### config.mk
export PLATFORM = sky130hd
export DESIGN_NAME = pad_frame_ctrl
export DESIGN_NICKNAME = d
export VERILOG_FILES = /design/src/rtl/pad_frame_ctrl.sv
export SDC_FILE = /design/constraint.sdc
export NUM_CORES = 1
export LEC_CHECK = 0
export CORE_AREA = 10 10 276 278
export DETAILED_ROUTE_END_ITERATION = 8
export DIE_AREA = 0 0 286 288
export PLACE_DENSITY = 0.59
export SLEW_MARGIN = 15
export SYNTH_ARGS = -nofsm -noshare
export SYNTH_HDL_FRONTEND = slang
export SYNTH_SLANG_ARGS = --single-unit
### constraint.sdc
create_clock -name clk -period 10.8 [get_ports clk]
set_clock_uncertainty 0.2 [all_clocks]
set_input_delay 2.7 -clock clk [delete_from_list [all_inputs] [get_ports clk]]
set_output_delay 2.7 -clock clk [all_outputs]
set_load 0.005 [all_outputs]
### src/rtl/pad_frame_ctrl.sv
// Frame sequencer ahead of the padding window generator: validates and holds
// frame config, gates pixels in, forces TLAST, counts windows to completion.
//
// Ports:
//   clk, rst_n                          clock, async active-low reset
//   i_desc_*, o_desc_ready              frame descriptor handshake
//   o_cfg_width/height/pad_en           generator config, held per frame
//   i_s_valid, i_s_last, o_s_ready      upstream pixel handshake
//   o_pad_valid, o_pad_tlast, i_pad_ready  generator input handshake
//   i_win_valid                         generator window strobe
//   o_busy, o_frame_done, o_err_*       status and one-cycle pulses
//   o_frame_cnt                         completed frame count
module pad_frame_ctrl #(
  parameter int MAX_IMG_WIDTH  = 1024,
  parameter int MAX_IMG_HEIGHT = 1024,
  parameter int TIMEOUT_CYCLES = 65535
) (
  input  logic        clk,
  input  logic        rst_n,
  input  logic        i_desc_valid,
  input  logic [15:0] i_desc_width,
  input  logic [15:0] i_desc_height,
  input  logic        i_desc_pad_en,
  output logic        o_desc_ready,
  output logic [15:0] o_cfg_width,
  output logic [15:0] o_cfg_height,
  output logic        o_cfg_pad_en,
  input  logic        i_s_valid,
  input  logic        i_s_last,
  output logic        o_s_ready,
  output logic        o_pad_valid,
  output logic        o_pad_tlast,
  input  logic        i_pad_ready,
  input  logic        i_win_valid,
  output logic        o_busy,
  output logic        o_frame_done,
  output logic        o_err_cfg,
  output logic        o_err_len,
  output logic        o_err_timeout,
  output logic [15:0] o_frame_cnt
);

  typedef enum logic [2:0] {
    IDLE,
    SETTLE,
    STREAM,
    DRAIN,
    DONE
  } state_t;

  localparam logic [15:0] MAX_W = 16'(MAX_IMG_WIDTH);
  localparam logic [15:0] MAX_H = 16'(MAX_IMG_HEIGHT);
  localparam logic [31:0] TMO   = 32'(TIMEOUT_CYCLES);

  state_t state, state_nx;

  logic        settle_q;
  logic [31:0] pix_cnt;
  logic [31:0] win_cnt;
  logic [31:0] wd_cnt;
  logic [31:0] total;
  logic [31:0] expected;

  logic [31:0] dim_w, dim_h;
  logic [31:0] win_nx;
  logic        in_str, in_drn;
  logic        accept, desc_ok, load;
  logic        beat, last_pix, end_beat;
  logic        done_win, wd_fire;

  assign dim_w  = {16'd0, i_desc_width};
  assign dim_h  = {16'd0, i_desc_height};
  assign in_str = (state == STREAM);
  assign in_drn = (state == DRAIN);

  assign accept  = (state == IDLE) && i_desc_valid;
  assign desc_ok = (i_desc_width >= 16'd3) &&
                   (i_desc_width <= MAX_W) &&
                   (i_desc_height >= 16'd3) &&
                   (i_desc_height <= MAX_H);
  assign load    = accept && desc_ok;

  assign beat     = in_str && i_s_valid && i_pad_ready;
  assign last_pix = (pix_cnt == total - 32'd1);
  assign end_beat = beat && (last_pix || i_s_last);

  // A window landing this cycle counts toward completion immediately.
  assign win_nx   = win_cnt + {31'd0, i_win_valid};
  assign done_win = (win_nx >= expected);
  assign wd_fire  = (wd_cnt >= TMO);

  always_ff @(posedge clk or negedge rst_n) begin
    if (!rst_n) begin
      state <= IDLE;
    end else begin
      state <= state_nx;
    end
  end

  always_comb begin
    state_nx = state;
    unique case (state)
      IDLE: begin
        if (load) state_nx = SETTLE;
      end
      SETTLE: begin
        if (settle_q) state_nx = STREAM;
      end
      STREAM: begin
        if (end_beat) state_nx = DRAIN;
      end
      DRAIN: begin
        if (done_win || wd_fire) state_nx = DONE;
      end
      DONE: begin
        state_nx = IDLE;
      end
      default: state_nx = IDLE;
    endcase
  end

  always_comb begin
    o_desc_ready = (state == IDLE);
    o_busy       = (state != IDLE);
    o_s_ready    = in_str && i_pad_ready;
    o_pad_valid  = in_str && i_s_valid;
    o_pad_tlast  = in_str && (last_pix || i_s_last);
  end

  always_ff @(posedge clk or negedge rst_n) begin
    if (!rst_n) begin
      o_cfg_width   <= '0;
      o_cfg_height  <= '0;
      o_cfg_pad_en  <= 1'b0;
      total         <= '0;
      expected      <= '0;
      settle_q      <= 1'b0;
      pix_cnt       <= '0;
      win_cnt       <= '0;
      wd_cnt        <= '0;
      o_frame_done  <= 1'b0;
      o_err_cfg     <= 1'b0;
      o_err_len     <= 1'b0;
      o_err_timeout <= 1'b0;
      o_frame_cnt   <= '0;
    end else begin
      settle_q      <= (state == SETTLE);
      o_err_cfg     <= accept && !desc_ok;
      // Mismatch either way: early TLAST or missing TLAST on the final pixel.
      o_err_len     <= beat && (last_pix != i_s_last);
      o_err_timeout <= in_drn && !done_win && wd_fire;
      o_frame_done  <= (state_nx == DONE);

      if (load) begin
        o_cfg_width  <= i_desc_width;
        o_cfg_height <= i_desc_height;
        o_cfg_pad_en <= i_desc_pad_en;
        total        <= dim_w * dim_h;
        expected     <= i_desc_pad_en ? dim_w * dim_h
                      : (dim_w - 32'd2) * (dim_h - 32'd2);
        pix_cnt      <= '0;
        win_cnt      <= '0;
      end else begin
        if (beat) pix_cnt <= pix_cnt + 32'd1;
        if ((in_str || in_drn) && i_win_valid) begin
          win_cnt <= win_cnt + 32'd1;
        end
      end

      if (in_drn && !i_win_valid) begin
        wd_cnt <= wd_cnt + 32'd1;
      end else begin
        wd_cnt <= '0;
      end

      if (state == DONE) o_frame_cnt <= o_frame_cnt + 16'd1;
    end
  end

endmodule

==> impl_metrics.ini <==
[status]
outcome = complete, no violations

[sta]
setup_ws_ns = 0.476
layout_worst_path_cycle_share_pct = 95.6
final_max_slew_viol_count = 0
final.min_clock_period_ns = 10.32
setup_violations = 0
slew-limit-headroom_pct = 28.3
rsz0062_at_grt = false
tns_ns = 0
max_freq_ghz = 0.0969
worst-slew-pin-transition_ns = 1.07
hold_viol_final = 0

[setup_path]
ff2ff_setup_slack_ns = 6.20
critPathSlowestCell = sky130_fd_sc_hd__fa_1
critical_path.n_buffers_inverters = 9
worstSetupStartpointType = primary input
critPathMostFrequentCell = sky130_fd_sc_hd__fa_1
critical_path.max_stage_delay_ns = 0.57
worst-setup-path-type = primary input to flop
cp-startpoint = i_desc_width[2]
worst_ep_arrival_time_ns = 10.57
crit_family = adder cells
nature_of_the_critical_path_endpoint = flop
critPathRequiredTime_ns = 11.05
path_max_fanout = 17
launch_point_of_the_worst_reg_to_reg_path = win_cnt[3]

[synth]
postSynthCellCount = 3598
async_reset_ff_share_pct = 100
synth_edf_count = 0
yosys_warnings = 0
synth_top_cells_by_area = sky130_fd_sc_hd__fa_1 (30%), sky130_fd_sc_hd__dfrtp_1 (17%), sky130_fd_sc_hd__ha_1 (9.1%)
ys_dominant_reg_cell = sky130_fd_sc_hd__dfrtp_1
netlist_area_um2 = 31400
synth_seq_cells = 216
number_of_distinct_library_cell_variants_in_the_gate_level_netlist_after_synthesis = 79
synth.top_cell.area_share_pct = 30.3
syn-num-nets = 4342
seq_area_frac_synth_pct = 17.2
yosysTopAreaCell = sky130_fd_sc_hd__fa_1
avgSynthCellArea_um2 = 8.74

[layout]
most_frequent_standard_cell_in_the_layout_excluding_fill_and_tap_cells = sky130_fd_sc_hd__inv_1
fillCellCount = 6894
final_cell_mix = sky130_fd_sc_hd__inv_1 (616), sky130_fd_sc_hd__nand2_1 (548), sky130_fd_sc_hd__fa_1 (476)
area.growth.synth_to_final_pct = 12.5
antenna_cells = 0
fin_nets = 4489
final-instance-count-excl-fill = 4716
drive_above_1_share_pct = 7.43

[clock_network]
worst_setup_hold_path_clk_slew_ns = 0.06
ctsLongestPathBuffers = 3
tritoncts = yes
cts_made_buffers = 28
clk-insertion-delay-late_ns = 0.59
postCtsHoldBufs = 0
cts_num_sinks = 216
htree_levels = 1
clock-root-buffer = sky130_fd_sc_hd__clkbuf_16

[route]
postRouteAntennaNets = 0
viasPerCell = 5.15
drcViolationCount = 0
first_pass_iters = 7
wl_per_cell_um = 18.9
vias = 24300
detailedRoute.firstIterationViolations = 1513
routed_wirelength_um = 89300

[floorplan]
row_count = 98
design.portCount = 98
initial_utilization_pct = 44.4
fp.dieW_um = 286
floorplan.core_area_um2 = 70900
die_area_um2 = 82400
die_h_um = 288

[placement]
numPortBuffers = 97
dpl_worst_slack_ns = -0.156
dp.cells = 4665
dp_hpwl_um = 72200
gpl.final_weighted_congestion = 0.958

[global_route]
grt_remaining_overflow = 0
grt_pass1_vias = 25900
grt_usage_pct = 22.4
grt_start_max_net_pins = 109
antenna_violations_before_repair = 0
grt_first_pass_wirelength_um = 146000

[power]
power.leakage_nw = 17.6
power.density_nw_per_um2 = 312
ir_worst_vdd_mv = 0.441
post-layout-total-power_w = 0.0110

[job]
max_cap_viol_count = 0

[worst_hold_path]
worst_hold_startpoint = o_cfg_height[5]
hp-class = flop to flop
## routing by layer
metal | wire, µm | track usage (%)
met5 | 0 | 0
met4 | 2760 | 6.11
met3 | 5920 | 3.94
met2 | 41400 | 37.0
met1 | 39200 | 30.0
## power breakdown
| group | internal, W | total (W) | switching, W |
|---|---|---|---|
| sequential | 0.000816 | 0.000824 | 0.00000727 |
| clock | 0.000574 | 0.000963 | 0.000389 |
| combinational | 0.00378 | 0.00926 | 0.00548 |
| total | 0.00517 | 0.0110 | 0.00588 |
## path summary, 6_finish.rpt
path,to,cells after the start
hold / removal,o_cfg_height[5],2
min in group asynchronous,o_cfg_height[14],1
setup / recovery,expected[31],30
hold reg to reg,o_cfg_height[5],2
setup reg to reg,state[0],16
max in group asynchronous,o_cfg_width[10],2
## worst min-delay path, stage by stage, from the launching register on
cell and delay, ns:
sky130_fd_sc_hd__dfrtp_1 0.34, sky130_fd_sc_hd__nand2_1 0.05, sky130_fd_sc_hd__nand2_1 0.05
## final cells by class
| cell class | instances | area (µm²) | area share (%) |
|---|---|---|---|
| multi-input combinational | 2616 | 23200 | 65.5 |
| sequential | 216 | 5410 | 15.3 |
| tap | 950 | 1190 | 3.36 |
| timing repair buffer | 266 | 2330 | 6.58 |
| clock inverter | 14 | 189 | 0.534 |
| clock buffer | 37 | 764 | 2.16 |
| inverter | 617 | 2320 | 6.55 |
## flip-flops by register name, summed over array words and instances (netlist names)
signal / count
o_cfg_pad_en: 1
total: 32
o_err_cfg: 1
o_frame_done: 1
expected: 31
win_cnt: 32
settle_q: 1
wd_cnt: 32
o_cfg_height: 16
o_err_len: 1
o_err_timeout: 1
state: 3
pix_cnt: 32
o_cfg_width: 16
o_frame_cnt: 16
## kinds of logic after synthesis
logic type | synth area share, %
XOR/XNOR | 7.78
adder cells (fa/ha/maj) | 39.4
multiplexers | 0.887
AO/OA/AOI/OAI | 5.93
AND/OR/NAND/NOR | 19.5
buffers and inverters | 9.28
flip-flops | 17.2
## Yosys cell counts (all sizes together), types with 24 or more instances
| cell | count |
|---|---|
| inv | 617 |
| nand2 | 549 |
| fa | 476 |
| nor2 | 311 |
| ha | 228 |
| dfrtp | 216 |
| xnor2 | 160 |
| and2 | 126 |
| xor2 | 115 |
| clkbuf | 113 |
| a21oi | 87 |
| o21ai | 84 |
| nand3 | 74 |
| nand4 | 37 |
| buf | 36 |
| nor3 | 33 |
| nor2b | 32 |
| and3 | 31 |
| a21o | 30 |
| nand2b | 29 |
| nor4 | 24 |
## repair_timing
action | in CTS | in global routing
gates resized for setup | 0 | 5
setup buffers | 0 | 0
endpoints found under the setup margin | 0 | 2
hold endpoints to repair | 0 | 0
## through the flow
| stage | hold WS [ns] | area (µm²) | utilization [%] |
|---|---|---|---|
| 6_report | 0.265 | 35400 | 49.9 |
| 2_1_floorplan | 0.250 | 31400 | - |
| 3_5_place_dp | 0.256 | 34400 | 48.5 |
| 3_3_place_gp | 0.253 | 34400 | 48.5 |
| 4_1_cts | 0.268 | 35300 | 49.9 |
| 5_1_grt | 0.284 | 35400 | 49.9 |
Power figures use the tool's default switching activity.
